===== src/rtl/uart_tx_arbiter.sv =====
// Round-robin packet arbiter sharing one UART transmitter between NUM_REQ requesters.
// A grant lasts until the packet's last byte, a burst cap, or a watchdog abort.
module uart_tx_arbiter #(
    parameter int unsigned NUM_REQ       = 4,
    parameter int unsigned MAX_BURST     = 16,
    parameter int unsigned WATCHDOG_CLKS = 4096
) (
    input  logic                   clk,
    input  logic                   rst,
    input  logic [NUM_REQ-1:0]     i_Req,
    input  logic [8*NUM_REQ-1:0]   i_Req_Byte,
    input  logic [NUM_REQ-1:0]     i_Req_Last,
    output logic [NUM_REQ-1:0]     o_Ack,
    output logic [NUM_REQ-1:0]     o_Grant,
    output logic                   o_TX_DV,
    output logic [7:0]             o_TX_Byte,
    input  logic                   i_TX_Active,
    input  logic                   i_TX_Done,
    output logic                   o_Timeout_Err
);
    localparam int unsigned PTR_W   = (NUM_REQ > 1) ? $clog2(NUM_REQ) : 1;
    localparam int unsigned BURST_W = 8;
    localparam int unsigned WD_W    = (WATCHDOG_CLKS > 1) ? $clog2(WATCHDOG_CLKS) : 1;

    typedef enum logic [1:0] {IDLE, SEND, WAIT_DONE} state_t;

    state_t               state_q, state_d;
    logic [PTR_W-1:0]     rr_ptr_q, rr_ptr_d;
    logic [PTR_W-1:0]     owner_q, owner_d;
    logic [BURST_W-1:0]   burst_q, burst_d;
    logic [WD_W-1:0]      wd_q, wd_d;
    logic                 last_q, last_d;
    logic [NUM_REQ-1:0]   ack_d, grant_d;
    logic                 dv_d, tout_d;
    logic [7:0]           byte_d;
    logic                 pick_found;
    logic [PTR_W-1:0]     pick_idx;
    logic [PTR_W-1:0]     cand;
    logic                 do_release;

    function automatic logic [PTR_W-1:0] wrap_inc(input logic [PTR_W-1:0] p);
        return (32'(p) == NUM_REQ - 1) ? '0 : p + PTR_W'(1);
    endfunction

    function automatic logic [NUM_REQ-1:0] onehot(input logic [PTR_W-1:0] k);
        return NUM_REQ'(1) << k;
    endfunction

    function automatic logic [7:0] byte_of(input logic [8*NUM_REQ-1:0] bytes,
                                           input logic [PTR_W-1:0] k);
        return bytes[8*int'(k) +: 8];
    endfunction

    // First requesting index, scanning upward from rr_ptr with wraparound.
    always_comb begin
        pick_found = 1'b0;
        pick_idx   = '0;
        cand       = rr_ptr_q;
        for (int i = 0; i < int'(NUM_REQ); i++) begin
            if (!pick_found && i_Req[cand]) begin
                pick_found = 1'b1;
                pick_idx   = cand;
            end
            cand = wrap_inc(cand);
        end
    end

    always_comb begin
        state_d    = state_q;
        rr_ptr_d   = rr_ptr_q;
        owner_d    = owner_q;
        burst_d    = burst_q;
        wd_d       = wd_q;
        last_d     = last_q;
        ack_d      = '0;
        grant_d    = o_Grant;
        dv_d       = 1'b0;
        byte_d     = o_TX_Byte;
        tout_d     = 1'b0;
        do_release = 1'b0;

        case (state_q)
            IDLE: begin
                if (pick_found && !i_TX_Active) begin
                    state_d = SEND;
                    owner_d = pick_idx;
                    grant_d = onehot(pick_idx);
                    ack_d   = onehot(pick_idx);
                    dv_d    = 1'b1;
                    byte_d  = byte_of(i_Req_Byte, pick_idx);
                    burst_d = BURST_W'(1);
                    last_d  = i_Req_Last[pick_idx];
                end
            end
            SEND: begin
                state_d = WAIT_DONE;
                wd_d    = '0;
            end
            WAIT_DONE: begin
                wd_d = wd_q + WD_W'(1);
                if (i_TX_Done) begin
                    // Keep the transmitter only for an unfinished packet under the burst cap.
                    if (!last_q && (32'(burst_q) < MAX_BURST) && i_Req[owner_q]) begin
                        state_d = SEND;
                        ack_d   = onehot(owner_q);
                        dv_d    = 1'b1;
                        byte_d  = byte_of(i_Req_Byte, owner_q);
                        burst_d = burst_q + BURST_W'(1);
                        last_d  = i_Req_Last[owner_q];
                    end else begin
                        do_release = 1'b1;
                    end
                end else if (32'(wd_q) == WATCHDOG_CLKS - 1) begin
                    do_release = 1'b1;
                    tout_d     = 1'b1;
                end
            end
            default: state_d = IDLE;
        endcase

        if (do_release) begin
            state_d  = IDLE;
            grant_d  = '0;
            rr_ptr_d = wrap_inc(owner_q);
            burst_d  = '0;
        end
    end

    always_ff @(posedge clk) begin
        if (rst) begin
            state_q       <= IDLE;
            rr_ptr_q      <= '0;
            owner_q       <= '0;
            burst_q       <= '0;
            wd_q          <= '0;
            last_q        <= 1'b0;
            o_Ack         <= '0;
            o_Grant       <= '0;
            o_TX_DV       <= 1'b0;
            o_TX_Byte     <= '0;
            o_Timeout_Err <= 1'b0;
        end else begin
            state_q       <= state_d;
            rr_ptr_q      <= rr_ptr_d;
            owner_q       <= owner_d;
            burst_q       <= burst_d;
            wd_q          <= wd_d;
            last_q        <= last_d;
            o_Ack         <= ack_d;
            o_Grant       <= grant_d;
            o_TX_DV       <= dv_d;
            o_TX_Byte     <= byte_d;
            o_Timeout_Err <= tout_d;
        end
    end
endmodule

===== config.mk =====
export PLATFORM = sky130hd
export DESIGN_NAME = uart_tx_arbiter
export DESIGN_NICKNAME = d
export VERILOG_FILES = /design/src/rtl/uart_tx_arbiter.sv
export SDC_FILE = /design/constraint.sdc
export NUM_CORES = 1
export LEC_CHECK = 0
export CORE_MARGIN = 2
export CORE_UTILIZATION = 46
export CTS_CLUSTER_SIZE = 14
export DETAILED_ROUTE_END_ITERATION = 6
export PLACE_DENSITY_LB_ADDON = 0.3
export SLEW_MARGIN = 25
export SYNTH_ARGS = -nofsm -noshare
export SYNTH_HDL_FRONTEND = slang
export SYNTH_SLANG_ARGS = --single-unit

===== constraint.sdc =====
create_clock -name clk -period 3 [get_ports clk]
set_input_delay 0.45 -clock clk [delete_from_list [all_inputs] [get_ports clk]]
set_output_delay 0.45 -clock clk [all_outputs]
set_load 0.01 [all_outputs]

==> metrics.yaml, run 1 <==
placement:
  placed_area_um2: 3582
  hpwl_mm: 5.337
  gp_congestion: 0.8685
  io_buffer_count: 61
setup_path:
  reg2reg_depth: 11
  start_kind: "flop"
  worstPathMaxFanout: 8
  crit_type: "reg -> reg"
  cp-end-kind: "flop"
  r2r-start: "rr_ptr_q[1]"
  r2r_setup_slack_ps: 200
  regToRegEndpoint: "o_TX_Byte[2]"
  crit_required_ps: 3260
  crit_arrival_ps: 3060
route:
  met1Wirelength_mm: 3.344
  wl_met2_mm: 3.627
  drc: 0
  drt_iter0_markers: 163
  dr_total_vias: 2635
  wl_per_cell_um: 15.51
  dr_wl_met3_um: 272
  top_layer: "met4"
  post_drt_via_cell_ratio: 5.594
  ant_nets: 0
  firstDrtPassIters: 4
  routed_wirelength_mm: 7.307
timing:
  drv_slew: 0
  period_needed_ps: 2799
  relSlewSlack_pct: 56.66
  whs_ps: 456.7
  finClkSkew_ps: 12.08
  hold_viol: 0
  rsz0062_at_grt: "false"
  fin_crit_sh_pct: 93.31
  finalSetupViolations: 0
  worst_pin_slew_ps: 646.2
  fmax_ghz: 0.3572
cts:
  cts_buffers: 5
  clock_latency_ps: 310
  path_clk_slew_ps: 90
  htreeDepth: 2
  cts_tree: "built"
  cts_root_buf: "clkbuf_8"
  clk_path_buf_depth: 2
  ctsResizeCount: 0
  numClockSinks: 45
  hold_buffers: 0
  cts_setup_buffers: 0
synth:
  syn_area_um2: 2734
  synth_nets: 370
  seq_area_frac_synth_pct: 32.95
  synth-async-reset-ratio_pct: 0
  synth-edff-count: 0
  synth_seq_cells: 45
  syn_area_per_cell_um2: 8.651
  yosys_warnings: 0
  synth_cells: 316
  synth_cell_types: 54
  synth_ff_type: "dfxtp_1"
hold_path:
  min_to: "o_Grant[1]"
  hold-path-cell-count: 2
  hold_path_class: "reg -> reg"
  hp-start: "o_Grant[1]"
layout:
  design_area_um2: 3706
  syn_to_final_growth_pct: 35.56
  num_antenna_cells: 0
  n_fill_cell: 524
  nets: 449
  fin_util_pct: 63.73
  final_common_cell: "clkdlybuf4s50_1"
  layout_common_cells: "61 x clkdlybuf4s50_1, 45 x dfxtp_1, 41 x nor2_1, 27 x buf_4, 26 x a21oi_1"
  drive_above_1_share_pct: 15.91
floorplanning:
  die-width_um: 81.09
  die-height_um: 81.09
  row_count: 28
  die_area_um2: 6576
  num_io_pins: 62
  core_area_um2: 5816
  initial_utilization_pct: 47.01
global_route:
  grt_pass1_vias: 2563
  grt_pass1_wl_mm: 11.61
  grt_antenna_before_repair: 0
  grt-ovfl-total: 0
  track_usage_pct: 22.90
  grt_start_max_net_pins: 22
power:
  p_total_mw: 1.601
  cellPowerDensity_nw_per_um2: 431.9
  vdd_drop_max_mv: 0.3259
  p_leak_nw: 1.394
job:
  maxCapViolCount: 0
outcome:
  status: "finished, final reports clean"
-- report_power, final --
| group | internal (mW) | switching (mW) |
|---|---|---|
| Combinational | 0.242 | 0.222 |
| Sequential | 0.632 | 0.0216 |
| Clock | 0.255 | 0.228 |
| Total | 1.13 | 0.471 |
-- worst max path at each step --
stage,from,end,slack (ps),cells after the start
after floorplan,rr_ptr_q[0],o_TX_Byte[0],80,10
after global placement,i_Req[0],o_TX_Byte[3],-170,7
after detailed placement,i_Req[0],o_TX_Byte[2],-250,7
after CTS,i_Req[0],o_TX_Byte[3],80,7
after global routing,rr_ptr_q[1],last_q,70,9
final,rr_ptr_q[1],o_TX_Byte[2],200,11
-- synthesized netlist by cell type (6+ instances only) --
cell type	count	area, µm²
mux2_2	9	101.4
mux2i_1	15	150.1
inv_1	9	33.78
nand2b_1	6	37.54
a221o_1	17	170.2
a21oi_1	26	130.1
a22oi_1	8	60.06
ha_1	10	125.1
dfxtp_1	45	900.9
nand3_1	16	80.08
or2_2	7	43.79
xor2_1	9	78.83
nand2_1	20	75.07
clkbuf_1	12	45.04
nor2_1	41	153.9
-- routing by layer --
metal | track usage (%) | vias up
li1 | - | 1321
met1 | 28.81 | 1257
met2 | 39.75 | 52
met3 | 4.556 | 5
met4 | 6.441 | 0
met5 | 0 | -
-- logic make-up (layout without fill, tap and decap cells) --
logic type	count (synthesis)	after routing	share of synthesized area, %
XOR/XNOR	13	13	4.165
adder cells (fa/ha/maj)	10	10	4.577
AO/OA/AOI/OAI	79	79	21.56
flip-flops	45	45	32.95
AND/OR/NAND/NOR	116	116	20.96
multiplexers	27	27	11.67
buffers and inverters	26	106	4.119
-- sequential cells by signal, summed over array words and instances (netlist names), 2 cells and up --
register and count:
wd_q 12, burst_q 8, o_TX_Byte 8, o_Ack 4, o_Grant 4, owner_q 2, rr_ptr_q 2, state_q 2
-- metrics by stage --
step,instances,setup TNS (ps),worst slack [ps]
floorplan,316,0,82.92
global placement,463,-1314,-165.5
detailed placement,463,-1949,-251.1
CTS,471,0,75.90
global route,471,0,70.89
finish,471,0,200.7
-- layout make-up --
cell class,instances,area (µm²),share of cell area [%]
clock buffers,5,68.82,1.857
clock inverters,3,50.05,1.350
inverters,9,33.78,0.9115
multi-input cells,245,1725,46.56
flip-flops and latches,45,900.9,24.31
well taps,75,93.84,2.532
repair buffers,89,833.3,22.48
-- critical path, stage by stage (launching register included) --
cell       delay [ps]
dfxtp_1           340
ha_1              210
buf_4             170
or2_2             300
a221o_1           330
a211o_1           280
buf_4             130
a311o_1           370
a2bb2oi_1         150
buf_4             180
a21oi_1           150
a221o_1           130
(Power assumes the default switching activity.)
==> run 2, diff against run 1 <==
Settings changed: CAP_MARGIN set to 0.
==> results of run 2 <==
Final layout, timing and power as in run 1 (identical DEF).
==> run 3, diff against run 2 <==
Settings changed: MAX_ROUTING_LAYER set to met4, SETUP_SLACK_MARGIN set to 0.5.
==> run 3 against run 2 <==
  * Clock skew decreased by 4.7 ps
  * First-iteration DRC count is 55% higher
  * Design area is 9.5% higher
  * Maximum frequency up 1.5%
  * Clock-buffer cell count increased by 1
  * Non-clock buffer count rose by 13
==> metrics.yaml, run 3 (synthesis results as in run 1) <==
floorplanning:
  num_io_pins: 62
  die-height_um: 81.09
  core_area_um2: 5816
  row_count: 28
  initial_utilization_pct: 47.01
  die_area_um2: 6576
  die-width_um: 81.09
route:
  ant_nets: 0
  post_drt_via_cell_ratio: 5.816
  drc: 0
  firstDrtPassIters: 4
  drt_iter0_markers: 252
  wl_per_cell_um: 17.15
  routed_wirelength_mm: 8.300
  dr_total_vias: 2815
timing:
  worst_pin_slew_ps: 546.4
  setup-tns-final_ps: 0
  period_needed_ps: 2759
  rsz0062_at_grt: "true"
  finClkSkew_ps: 7.382
  fin_crit_sh_pct: 91.97
  relSlewSlack_pct: 63.44
  whs_ps: 456.4
  fmax_ghz: 0.3624
  hold_viol: 0
  drv_slew: 0
  finalSetupViolations: 0
cts:
  cts_buffers: 5
  htreeDepth: 2
  numClockSinks: 45
  clock_latency_ps: 300
  clk_path_buf_depth: 2
  hold_buffers: 0
  cts_root_buf: "clkbuf_8"
  cts_tree: "built"
  path_clk_slew_ps: 90
outcome:
  status: "finished, final reports clean"
power:
  combPwrFrac_pct: 34.2
  p_leak_nw: 1.493
  power_frac_seq_pct: 39.5
  sw_frac_of_total_pct: 30.96
  vdd_drop_max_mv: 0.2807
  clock_power_share_pct: 26.2
  p_total_mw: 1.657
  cellPowerDensity_nw_per_um2: 408.3
  power.internal_mw: 1.144
  power_switching_mw: 0.5129
setup_path:
  max_stage_delay_ps: 580
  crit_arrival_ps: 2960
  slowest_stage: "mux4_2"
  crit_required_ps: 3200
  cp-end-kind: "flop"
  cpMostUsedCell: "buf_6"
  crit_chain: "ha_4 -> nor2_4 -> mux4_2 -> buf_6 -> a211oi_4 -> buf_6 -> a311o_1 -> a2bb2oi_1 -> buf_4 -> a21oi_1 -> a221o_1"
  crit_type: "reg -> reg"
  start_kind: "flop"
  worstPathMaxFanout: 8
  reg2reg_depth: 11
layout:
  drive_above_1_share_pct: 26.89
  num_antenna_cells: 0
  layout_common_cells: "58 x clkdlybuf4s50_1, 43 x dfxtp_1, 34 x nor2_1, 31 x buf_4, 18 x nand2_1"
  syn_to_final_growth_pct: 48.42
  regMostFlops: "wd_q"
  n_fill_cell: 454
  largest_register_ffs: 12
  final_common_cell: "clkdlybuf4s50_1"
  regArea_um2: 905.9
  nets: 462
  design_area_um2: 4058
  top_regs: "wd_q x12, burst_q x8, o_TX_Byte x8"
  multiInputGateArea_um2: 1949
  fin_util_pct: 69.77
global_route:
  grt_antenna_before_repair: 0
  met2_usage_pct: 37.69
  grt_busiest_layer: "met2"
  grt_start_max_net_pins: 22
  track_usage_pct: 24.25
  gr-usage-met1_pct: 31.47
  grt-ovfl-total: 0
  grt_use_met3_pct: 3.667
  grt_pass1_wl_mm: 12.01
  grt_pass1_vias: 2577
placement:
  gp_congestion: 0.9278
  io_buffer_count: 61
  placed_area_um2: 3581
  hpwl_mm: 5.355
job:
  maxCapViolCount: 0
hold_path:
  hold_path_class: "reg -> reg"
  hold-path-cell-count: 2
## run 3: final timing paths
kind / start / slack, ps / to
worst max-delay path: rr_ptr_q[1] / 240 / o_TX_Byte[7]
worst min-delay path: o_Grant[1] / 460 / o_Grant[1]
worst max register to register: rr_ptr_q[1] / 240 / o_TX_Byte[7]
worst min register to register: o_Grant[1] / 460 / o_Grant[1]
## run 3: what timing repair did
| action | CTS | global route |
|---|---|---|
| buffers inserted | 6 | 10 |
| endpoints found under the hold margin | 0 | 0 |
| pin swaps | 5 | 21 |
| cloned | 0 | 0 |
| gates resized for setup | 11 | 48 |
| endpoints found under the setup margin | 19 | 27 |
## run 3: routing by layer
metal	vias to the layer above	part of all wire (%)
li1	1348	-
met2	101	50
met4	0	3.1
met5	-	0
met3	25	5.5
met1	1341	41
## run 3: metrics by stage
| step | setup slack, ps | std cells |
|---|---|---|
| 2_1_floorplan | 147.0 | 316 |
| 3_3_place_gp | -89.26 | 460 |
| 3_5_place_dp | -184.9 | 460 |
| 4_1_cts | 322.7 | 474 |
| 5_1_grt | 171.5 | 484 |
| 6_report | 240.9 | 484 |
## run 3: critical path, delay by kind of cell (launching register included)
kind                     cells  cell delay [ps]
AND/OR/NAND/NOR              1              130
multiplexers                 1              580
flip-flops                   1              360
buffers and inverters        3              490
AO/OA/AOI/OAI                5              900
adder cells (fa/ha/maj)      1              200
## run 3: cell type report
class / instances / area share, %
multi-input combinational: 245 / 48.04
timing repair buffer: 102 / 23.77
sequential: 45 / 22.33
clock buffer: 6 / 2.313
tap: 75 / 2.313
inverter: 9 / 0.8326
clock inverter: 2 / 0.4009
## run 3: power by group through the flow
stage / Sequential [mW] / Combinational [mW] / Clock [mW]
2_1_floorplan: 0.676 / 0.244 / 0
3_3_place_gp: 0.666 / 0.448 / 0
3_5_place_dp: 0.667 / 0.455 / 0
4_1_cts: 0.654 / 0.475 / 0.445
5_1_grt: 0.659 / 0.605 / 0.473
6_report: 0.655 / 0.567 / 0.434
